[src/rtl/lcd_fb_arbiter.sv]
// Single-port framebuffer arbiter: scanout reads feed a credit-limited prefetch FIFO
// and have priority; host pixel writes get a slot at least every STARVE_LIM+1 grants.
module lcd_fb_arbiter #(
  parameter int FB_WORDS   = 130560,
  parameter int ADDR_W     = 17,
  parameter int DATA_W     = 16,
  parameter int FIFO_DEPTH = 8,
  parameter int RD_LAT     = 2,
  parameter int STARVE_LIM = 4
) (
  input  logic              CLK_SYS,
  input  logic              rst,
  input  logic              frame_start,
  input  logic              pix_pop,
  output logic [DATA_W-1:0] pix_data,
  output logic              pix_valid,
  output logic              underrun,
  input  logic              wr_valid,
  output logic              wr_ready,
  input  logic [ADDR_W-1:0] wr_addr,
  input  logic [DATA_W-1:0] wr_data,
  output logic              mem_en,
  output logic              mem_we,
  output logic [ADDR_W-1:0] mem_addr,
  output logic [DATA_W-1:0] mem_wdata,
  input  logic [DATA_W-1:0] mem_rdata
);

  localparam int PTR_W = $clog2(FIFO_DEPTH);
  localparam int CNT_W = PTR_W + 1;
  localparam int ST_W  = $clog2(STARVE_LIM + 1);
  localparam logic [CNT_W:0]    DEPTH_C   = (CNT_W + 1)'(FIFO_DEPTH);
  localparam logic [ST_W-1:0]   STARVE_C  = ST_W'(STARVE_LIM);
  localparam logic [ADDR_W-1:0] LAST_ADDR = ADDR_W'(FB_WORDS - 1);

  logic [ADDR_W-1:0] scan_addr;
  logic [ST_W-1:0]   starve_cnt;
  logic [DATA_W-1:0] fifo_mem [FIFO_DEPTH];
  logic [PTR_W-1:0]  rd_ptr;
  logic [PTR_W-1:0]  wr_ptr;
  logic [CNT_W-1:0]  fifo_cnt;
  logic [CNT_W-1:0]  inflight;
  logic [RD_LAT-1:0] rd_tag;
  logic              underrun_q;

  logic scan_req;
  logic rd_gnt;
  logic wr_gnt;
  logic ret_valid;
  logic push;
  logic pop;

  // Credit check: every read in flight already owns a FIFO slot, so returns never overflow.
  always_comb begin
    scan_req  = ({1'b0, fifo_cnt} + {1'b0, inflight}) < DEPTH_C;
    rd_gnt    = rst && !frame_start && scan_req && (!wr_valid || starve_cnt < STARVE_C);
    wr_gnt    = rst && wr_valid && !rd_gnt;
    ret_valid = rd_tag[RD_LAT-1];
    push      = ret_valid && !frame_start;
    pop       = pix_pop && pix_valid && !frame_start;
  end

  assign pix_valid = (fifo_cnt != '0);
  assign pix_data  = pix_valid ? fifo_mem[rd_ptr] : '0;
  assign wr_ready  = wr_gnt;
  assign underrun  = underrun_q;

  always_ff @(posedge CLK_SYS or negedge rst) begin
    if (!rst) begin
      mem_en     <= 1'b0;
      mem_we     <= 1'b0;
      mem_addr   <= '0;
      mem_wdata  <= '0;
      scan_addr  <= '0;
      starve_cnt <= '0;
    end else begin
      mem_en <= rd_gnt || wr_gnt;
      mem_we <= wr_gnt;
      if (rd_gnt) begin
        mem_addr <= scan_addr;
      end else if (wr_gnt) begin
        mem_addr  <= wr_addr;
        mem_wdata <= wr_data;
      end

      if (frame_start) begin
        scan_addr <= '0;
      end else if (rd_gnt) begin
        scan_addr <= (scan_addr == LAST_ADDR) ? '0 : scan_addr + ADDR_W'(1);
      end

      if (frame_start || !wr_valid || wr_gnt) begin
        starve_cnt <= '0;
      end else if (rd_gnt && starve_cnt < STARVE_C) begin
        starve_cnt <= starve_cnt + ST_W'(1);
      end
    end
  end

  // Tags follow the registered read enable so the tail lines up with mem_rdata.
  always_ff @(posedge CLK_SYS or negedge rst) begin
    if (!rst) begin
      rd_tag   <= '0;
      inflight <= '0;
    end else if (frame_start) begin
      rd_tag   <= '0;
      inflight <= '0;
    end else begin
      rd_tag[0] <= mem_en && !mem_we;
      for (int i = 1; i < RD_LAT; i++) begin
        rd_tag[i] <= rd_tag[i-1];
      end
      if (rd_gnt && !ret_valid) begin
        inflight <= inflight + CNT_W'(1);
      end else if (ret_valid && !rd_gnt) begin
        inflight <= inflight - CNT_W'(1);
      end
    end
  end

  always_ff @(posedge CLK_SYS or negedge rst) begin
    if (!rst) begin
      for (int i = 0; i < FIFO_DEPTH; i++) begin
        fifo_mem[i] <= '0;
      end
      rd_ptr     <= '0;
      wr_ptr     <= '0;
      fifo_cnt   <= '0;
      underrun_q <= 1'b0;
    end else begin
      underrun_q <= pix_pop && !pix_valid && !frame_start;
      if (frame_start) begin
        rd_ptr   <= '0;
        wr_ptr   <= '0;
        fifo_cnt <= '0;
      end else begin
        if (push) begin
          fifo_mem[wr_ptr] <= mem_rdata;
          wr_ptr           <= wr_ptr + PTR_W'(1);
        end
        if (pop) begin
          rd_ptr <= rd_ptr + PTR_W'(1);
        end
        if (push && !pop) begin
          fifo_cnt <= fifo_cnt + CNT_W'(1);
        end else if (pop && !push) begin
          fifo_cnt <= fifo_cnt - CNT_W'(1);
        end
      end
    end
  end

endmodule

[config.mk]
export PLATFORM = sky130hd
export DESIGN_NAME = lcd_fb_arbiter
export DESIGN_NICKNAME = d
export VERILOG_FILES = /design/src/rtl/lcd_fb_arbiter.sv
export SDC_FILE = /design/constraint.sdc
export NUM_CORES = 1
export LEC_CHECK = 0
export ABC_AREA = 1
export BUFFER_PORTS_ARGS = -buffer_cell sky130_fd_sc_hd__buf_4
export CAP_MARGIN = 10
export CELL_PAD_IN_SITES_DETAIL_PLACEMENT = 1
export CELL_PAD_IN_SITES_GLOBAL_PLACEMENT = 1
export CORE_MARGIN = 2
export CORE_UTILIZATION = 39
export DETAILED_ROUTE_END_ITERATION = 12
export PLACE_DENSITY = 0.82
export SLEW_MARGIN = 5
export SYNTH_ARGS = -nofsm -noshare
export SYNTH_HDL_FRONTEND = slang
export SYNTH_SLANG_ARGS = --single-unit
[constraint.sdc]
create_clock -name CLK_SYS -period 2.2 [get_ports CLK_SYS]
set_clock_uncertainty 0.1 [all_clocks]
set_input_delay 0.33 -clock CLK_SYS [delete_from_list [all_inputs] [get_ports CLK_SYS]]
set_output_delay 0.33 -clock CLK_SYS [all_outputs]
set_load 0.005 [all_outputs]
==> summary.md, run 1 <==
| Metric | Value |
|---|---|
| R2r setup slk | -0.24 ns |
| Mean post-synth cell area | 8.07 um2 |
| Fmax | 399 MHz |
| Final Hold Viols | 0 |
| Yosys warning count | 0 |
| Final Max Tran Viols | 0 |
| Crit path capture | pix_data[15] |
| Worst R2R Path Depth | 16 |
| Max-Cap Viols | 0 |
| P_leak | ~5.9 nW |
| Final instance area | 12400 um2 |
| Post-Syn Area | roughly 9400 um2 |
| Tcrit/Tclk final | 114% |
| Max FO, Critical Path | 10 |
| Post-route setup slack | -0.306 ns |
| Total power divided by cell area | 1000 nW/um2 |
| Critical Path End Type | output port |
| Die height | around 160 um |
| Die ar. | 25400 um2 |
| Syn_nets | between 1k and 1.5k |
| Dominant cells by area after synthesis | dfrtp_1 53%, nand2_1 14%, o21ai_0 9.7%, inv_1 3.8%, nor2_1 3.7% |
| CP required | about 1.8 ns |
| DRC Markers | 0 |
| Total grt overflow | 0 |
| Routed wire length | 32.7 mm |
| Primary FF master, synth | dfrtp_1 |
| Initial Util | between 30% and 40% |
| WHS | 0.00444 ns |
| FILL cells | about 2.8k |
| Routed vias | just over 9k |
| Layout cell share with drive strength beyond 1 | 20.3% |
| Initial drt markers | 660 |
| CTS H-tree depth | 4 |
| Share of the synthesized area in the top cell type | between 50% and 60% |
| DP Wirelength | around 18 mm |
| Final min period | approximately 2.5 ns |
| Non-Filler Instances | 1656 |
| Setup tns final | -3.06 ns |
| Worst-Margin Slew | ~1.0 ns |
| Clk_lat worst skew | ~0.45 ns |
| Most common cell in the netlist | nand2_1 |
| DR pass1 iterations | 5 |
| Area after DPL | around 11000 um2 |
| Root Buffer | clkbuf_16 |
| Placed insts | about 1.6k |
| Tot GR Track Use | between 20 and 30% |
| Crit. Startpoint | rd_ptr[0]$_DFFE_PN0P_ |
| Seq/Total Area, Yosys | roughly 53% |
| ANT nets after route | 0 |
| Yosys cell types | 34 |
| FF+latch count, synth | 200 |
| Outcome | finished, violations left |
| Worst EP arrival | about 2.1 ns |
| Dpl ws | -0.172 ns |
| FF-to-FF End | inflight[3]$_DFFE_PN0P_ |
| Largest net degree at the start of global routing | approximately 170 |
| First-pass GRT wire length | between 50 and 60 mm |
| Crit Path Category | reg -> out |
| Worst-path clk slew | around 0.090 ns |
| Max Buffers Root-to-Sink | 2 |
| Io pins | 108 |
| Vias/cell | around 5.5 |
| Synth area leader | dfrtp_1 |
| Die width | around 160 um |
| Final setup violation count | 20 |
| Vias in the first global route | 9721 |
| Routed wire per std cell | a little under 20 um |
| EDFF count, synth | 0 |
| Total CTS buffers | 17 |
| Routability cong. | 0.821 |
| Site Rows | 56 |
| Sink Count | 200 |
| Hold Crit Class | in -> reg |
| Area grow syn2layout | 31.6% |
| Final #Nets | about 1.4k |
| RR Startpoint | inflight[3]$_DFFE_PN0P_ |
| ANT cells | 0 |
| Violated checks | negative setup slack |
| VDD IR max | 0.546 mV |
| Cells after synthesis | ~1.2k |
| Ys async rst share | 100% |
| I/O Buffers | about 110 |
| Synth top cells by count | 359 x nand2_1, 200 x dfrtp_1, 183 x o21ai_0 |
| Antenna violations before repair | 0 |
| CTS tree | done |
| Setup crit start kind | flip-flop |
| Core area | 23600 um2 |
| Rel. slew slack | approximately 33% |
| RSZ-0062 raised after global routing | true |
-- area by class of cell --
type | count | area, um2 | area share (%)
inverters | 103 | 404 | 3.26
clock inverters | 15 | 196 | 1.58
flip-flops and latches | 200 | 5010 | 40.4
repair buffers | 198 | 1880 | 15.1
multi-input cells | 804 | 4090 | 33.0
clock buffers | 17 | 425 | 3.43
well taps | 319 | 399 | 3.22
-- routing by layer --
layer,part of all wire [%],up-vias,global-route usage [%]
met4,3.5,0,10.8
met5,0,-,0
li1,-,4095,-
met3,5.2,96,4.74
met2,50,318,44.0
met1,42,4548,31.3
-- state kept, by name, indices dropped and copies added, names as in the netlist --
register	count
mem_wdata	16
mem_we	1
starve_cnt	3
underrun	1
fifo_mem	128
rd_tag	2
wr_ptr	3
inflight	4
scan_addr	17
rd_ptr	3
fifo_cnt	4
mem_en	1
mem_addr	17
-- worst max-delay path, cell delays in order (launching register included) --
cell	delay, ns
dfrtp_2	0.45
buf_6	0.13
clkinvlp_4	0.12
buf_6	0.18
o21ai_0	0.10
nand3_1	0.10
nand2_1	0.13
a31oi_4	0.27
buf_6	0.14
-- power breakdown --
part / switching (mW) / internal [mW]
logic: 2.55 / 2.16
clock network: 1.72 / 1.57
registers: 0.308 / 4.11
total: 4.58 / 7.84
-- worst min-delay path by stage --
stage | start | to | slack (ns) | depth (start not counted)
CTS | mem_rdata[7] | fifo_mem[71]$_DFFE_PN0P_ | 0.00009 | 3
global route | mem_rdata[4] | fifo_mem[68]$_DFFE_PN0P_ | 0.009 | 3
floorplan | rst | fifo_cnt[0]$_DFFE_PN0P_ | -0.07 | 0
detailed placement | mem_we$_DFF_PN0_ | rd_tag[0]$_DFF_PN0_ | 0.33 | 1
finish | mem_rdata[4] | fifo_mem[68]$_DFFE_PN0P_ | 0.004 | 3
global placement | mem_we$_DFF_PN0_ | rd_tag[0]$_DFF_PN0_ | 0.32 | 1
-- what timing repair did --
item	4_1_cts	5_1_grt
endpoints found under the hold margin	61	0
buffers inserted	10	7
cloned	6	2
hold buffers	25	0
endpoints found under the setup margin	19	58
pin swaps	11	9
gates resized for setup	80	55
-- cell usage in the layout, fill, tap and decap left out, drive strengths merged, types with 3 or more instances in the layout --
| cell type | Yosys | routed |
|---|---|---|
| nor2 | 97 | 97 |
| nand3 | 50 | 50 |
| a31oi | 16 | 16 |
| dlygate4sd3 | 0 | 25 |
| nand2 | 361 | 361 |
| dfrtp | 200 | 200 |
| o211ai | 25 | 25 |
| xor2 | 4 | 4 |
| nand4 | 4 | 4 |
| nor3 | 5 | 5 |
| a21oi | 34 | 34 |
| inv | 101 | 107 |
| o22ai | 3 | 3 |
| buf | 28 | 169 |
| clkinv | 2 | 9 |
| ha | 11 | 11 |
| clkbuf | 32 | 19 |
| o21ai | 186 | 186 |
-- logic make-up (layout without fill, tap and decap cells) --
| family | count (synthesis) | after routing | share of synthesized area [%] |
|---|---|---|---|
| DFF | 200 | 200 | 53.1 |
| xor gates and xnor gates | 5 | 5 | 0.465 |
| buffers and inverters | 163 | 333 | 6.99 |
| and+or+nand+nor | 520 | 520 | 22.4 |
| adders and majority gates | 13 | 13 | 1.89 |
| AOI/OAI and AO/OA | 265 | 265 | 15.0 |
| muxes | 1 | 1 | 0.106 |
-- through the flow --
| stage | util, % | total power [mW] |
|---|---|---|
| 3_3_place_gp | 45.6 | 7.65 |
| 3_5_place_dp | 45.6 | 7.82 |
| 5_1_grt | 52.5 | 13.0 |
| 6_report | 52.5 | 12.4 |
| 2_1_floorplan | - | 6.19 |
| 4_1_cts | 51.4 | 12.0 |
(Power assumes the default switching activity.)
==> inputs of run 2 (changes only) <==
--- a/config.mk
+++ b/config.mk
@@ -7,13 +7,12 @@
 export LEC_CHECK = 0
 export ABC_AREA = 1
 export BUFFER_PORTS_ARGS = -buffer_cell sky130_fd_sc_hd__buf_4
-export CAP_MARGIN = 10
 export CELL_PAD_IN_SITES_DETAIL_PLACEMENT = 1
 export CELL_PAD_IN_SITES_GLOBAL_PLACEMENT = 1
 export CORE_MARGIN = 2
-export CORE_UTILIZATION = 39
+export CORE_UTILIZATION = 30
 export DETAILED_ROUTE_END_ITERATION = 12
-export PLACE_DENSITY = 0.82
+export PLACE_DENSITY = 0.68
 export SLEW_MARGIN = 5
 export SYNTH_ARGS = -nofsm -noshare
 export SYNTH_HDL_FRONTEND = slang
==> run 2 against run 1 <==
The flow still finishes with violations (negative setup slack). Non-clock buffer count is 35 higher. Worst setup slack better by 0.11 ns. Cell count is 6.7% higher. Flip-flop and latch count stayed put. Final area is 2.9% higher. Wire length is 7.5% lower. First-iteration DRC count is 45% lower. Die area is 29% higher. Via count is 6.0% lower. Maximum frequency is 4.4% higher. Critical endpoint is now pix_data[13]. Largest cell class unchanged.
==> summary.md, run 2 (synthesized netlist as in run 1, its figures left out) <==
| Metric | Value |
|---|---|
| Routed vias | 8515 |
| Register area | ~5000 um2 |
| Initial Util | 30.6% |
| Largest net degree at the start of global routing | 122 |
| Core area | around 31000 um2 |
| Total CTS buffers | 17 |
| Worst-path clk slew | 0.07 ns |
| Max reg flops | about 130 |
| Total power divided by cell area | roughly 960 nW/um2 |
| Worst-Margin Slew | between 0.7 and 0.8 ns |
| Commonest non-fill, non-tap cell in the layout | nand2_1 |
| Die height | 181 um |
| Final setup violation count | 18 |
| ANT nets after route | 0 |
| Antenna violations before repair | 0 |
| Vias/cell | between 4 and 5 |
| Routed wire length | a little over 30 mm |
| Setup crit start kind | flip-flop |
| Layout cell share with drive strength beyond 1 | between 20% and 30% |
| Dpl ws | -0.0551 ns |
| Routability cong. | 0.843 |
| Site Rows | 64 |
| Final instance area | 12800 um2 |
| Final #Nets | around 1.4k |
| DP Wirelength | around 19 mm |
| Tcrit/Tclk final | 109% |
| Top flop regs | fifo_mem x128, mem_addr x17, scan_addr x17 |
| Initial drt markers | about 360 |
| Vias in the first global route | around 9.0k |
| Worst EP arrival | 1.97 ns |
| Max-Cap Viols | 0 |
| Util after Layout | 41.5% |
| P_leak | about 6.0 nW |
| Root Buffer | clkbuf_16 |
| CP required | 1.77 ns |
| Fmax | around 420 MHz |
| Most frequent cells in the layout | 346 x nand2_1, 199 x dfrtp_1, 157 x buf_4 |
| Post-route setup slack | -0.201 ns |
| VDD IR max | 0.608 mV |
| Total grt overflow | 0 |
| CTS H-tree depth | 4 |
| CTS tree | done |
| Clk_lat worst skew | 0.45 ns |
| Violated checks | negative setup slack |
| Area grow syn2layout | 35.4% |
| Routed wire per std cell | approximately 17 um |
| Tot GR Track Use | a little under a fifth |
| Rel. slew slack | around half |
| I/O Buffers | about 110 |
| Critical Path End Type | output port |
| Multi-input gate area | 4080 um2 |
| Outcome | finished, violations left |
| Hold Crit Class | in -> reg |
| Io pins | around 110 |
| Final Max Tran Viols | 0 |
| RSZ-0062 raised after global routing | true |
| Final Hold Viols | 0 |
| Crit Path Category | reg -> out |
| DR pass1 iterations | 5 |
| DRC Markers | 0 |
| FILL cells | between 3k and 4k |
| Sink Count | 200 |
| Area after DPL | between 10000 and 15000 um2 |
| Max FO, Critical Path | 6 |
| Die width | between 150 and 200 um |
| Biggest register | fifo_mem |
| First-pass GRT wire length | approximately 47 mm |
| Max Buffers Root-to-Sink | 2 |
| ANT cells | 0 |
| Die ar. | about 33000 um2 |
| Final min period | around 2.4 ns |
## run 2: cell types whose count changed in the layout (fill, tap and decap cells not counted), sizes merged, moves of 2 or more
cell,change
bufbuf,-2
clkinv,-4
clkbuf,+6
buf,+22
dlygate4sd3,+9
## run 2: cell type report
| type | instances | area share, % |
|---|---|---|
| flip-flops and latches | 200 | 39.3 |
| well taps | 396 | 3.89 |
| clock inverters | 14 | 1.09 |
| repair buffers | 233 | 17.3 |
| inverters | 103 | 3.14 |
| multi-input cells | 804 | 32.0 |
| clock buffers | 17 | 3.34 |
## run 2: final timing paths
path,startpoint,endpoint,slack [ns],cells after the start
worst max-delay path,rd_ptr[0]$_DFFE_PN0P_,pix_data[13],-0.20,8
worst min-delay path,wr_addr[11],mem_addr[11]$_DFFE_PN0P_,0.02,3
worst max register to register,inflight[3]$_DFFE_PN0P_,inflight[3]$_DFFE_PN0P_,-0.13,16
worst min register to register,mem_we$_DFF_PN0_,rd_tag[0]$_DFF_PN0_,0.33,1
max in group asynchronous,rst,fifo_mem[68]$_DFFE_PN0P_,0.77,4
min in group asynchronous,rst,scan_addr[4]$_DFFE_PN0P_,0.47,4
## run 2: repair_timing
item,4_1_cts,5_1_grt
hold buffers,35,0
cloned,1,9
endpoints found under the setup margin,18,53
endpoints found under the hold margin,60,0
resized for setup,42,97
setup buffers,5,25
pin swaps,6,28
## run 2: stage by stage
step / hold WS, ns / std cells / total power, mW / setup TNS, ns
after detailed placement: 0.327 / 1661 / 7.85 / -0.0551
after global placement: 0.319 / 1661 / 7.78 / -0.00942
after floorplan: -0.0656 / 1167 / 6.19 / 0
after CTS: 0.00442 / 1733 / 11.4 / -2.47
after global routing: 0.0181 / 1767 / 13.0 / -4.75
final: 0.0208 / 1767 / 12.3 / -2.36
## run 2: power by group
group	switching, mW	leakage (nW)	internal (mW)
Sequential	0.287	2.61	4.11
Clock	1.55	0.275	1.59
Combinational	2.42	3.15	2.31
Total	4.25	6.04	8.01
## run 2: layer usage
layer	part of all wire, %	track usage, %	up-vias
li1	-	-	4158
met1	47	23.8	4187
met2	48	30.1	148
met3	3.9	3.51	22
met4	1.2	5.59	0
met5	0	0	-
## run 2: worst max-delay path, stage by stage (launching register included)
cell       delay, ns
dfrtp_2         0.46
buf_6           0.16
clkbuf_16       0.17
a21oi_4         0.14
o21ai_1         0.09
nand3_1         0.08
nand2_1         0.07
a31oi_2         0.21
buf_4           0.15
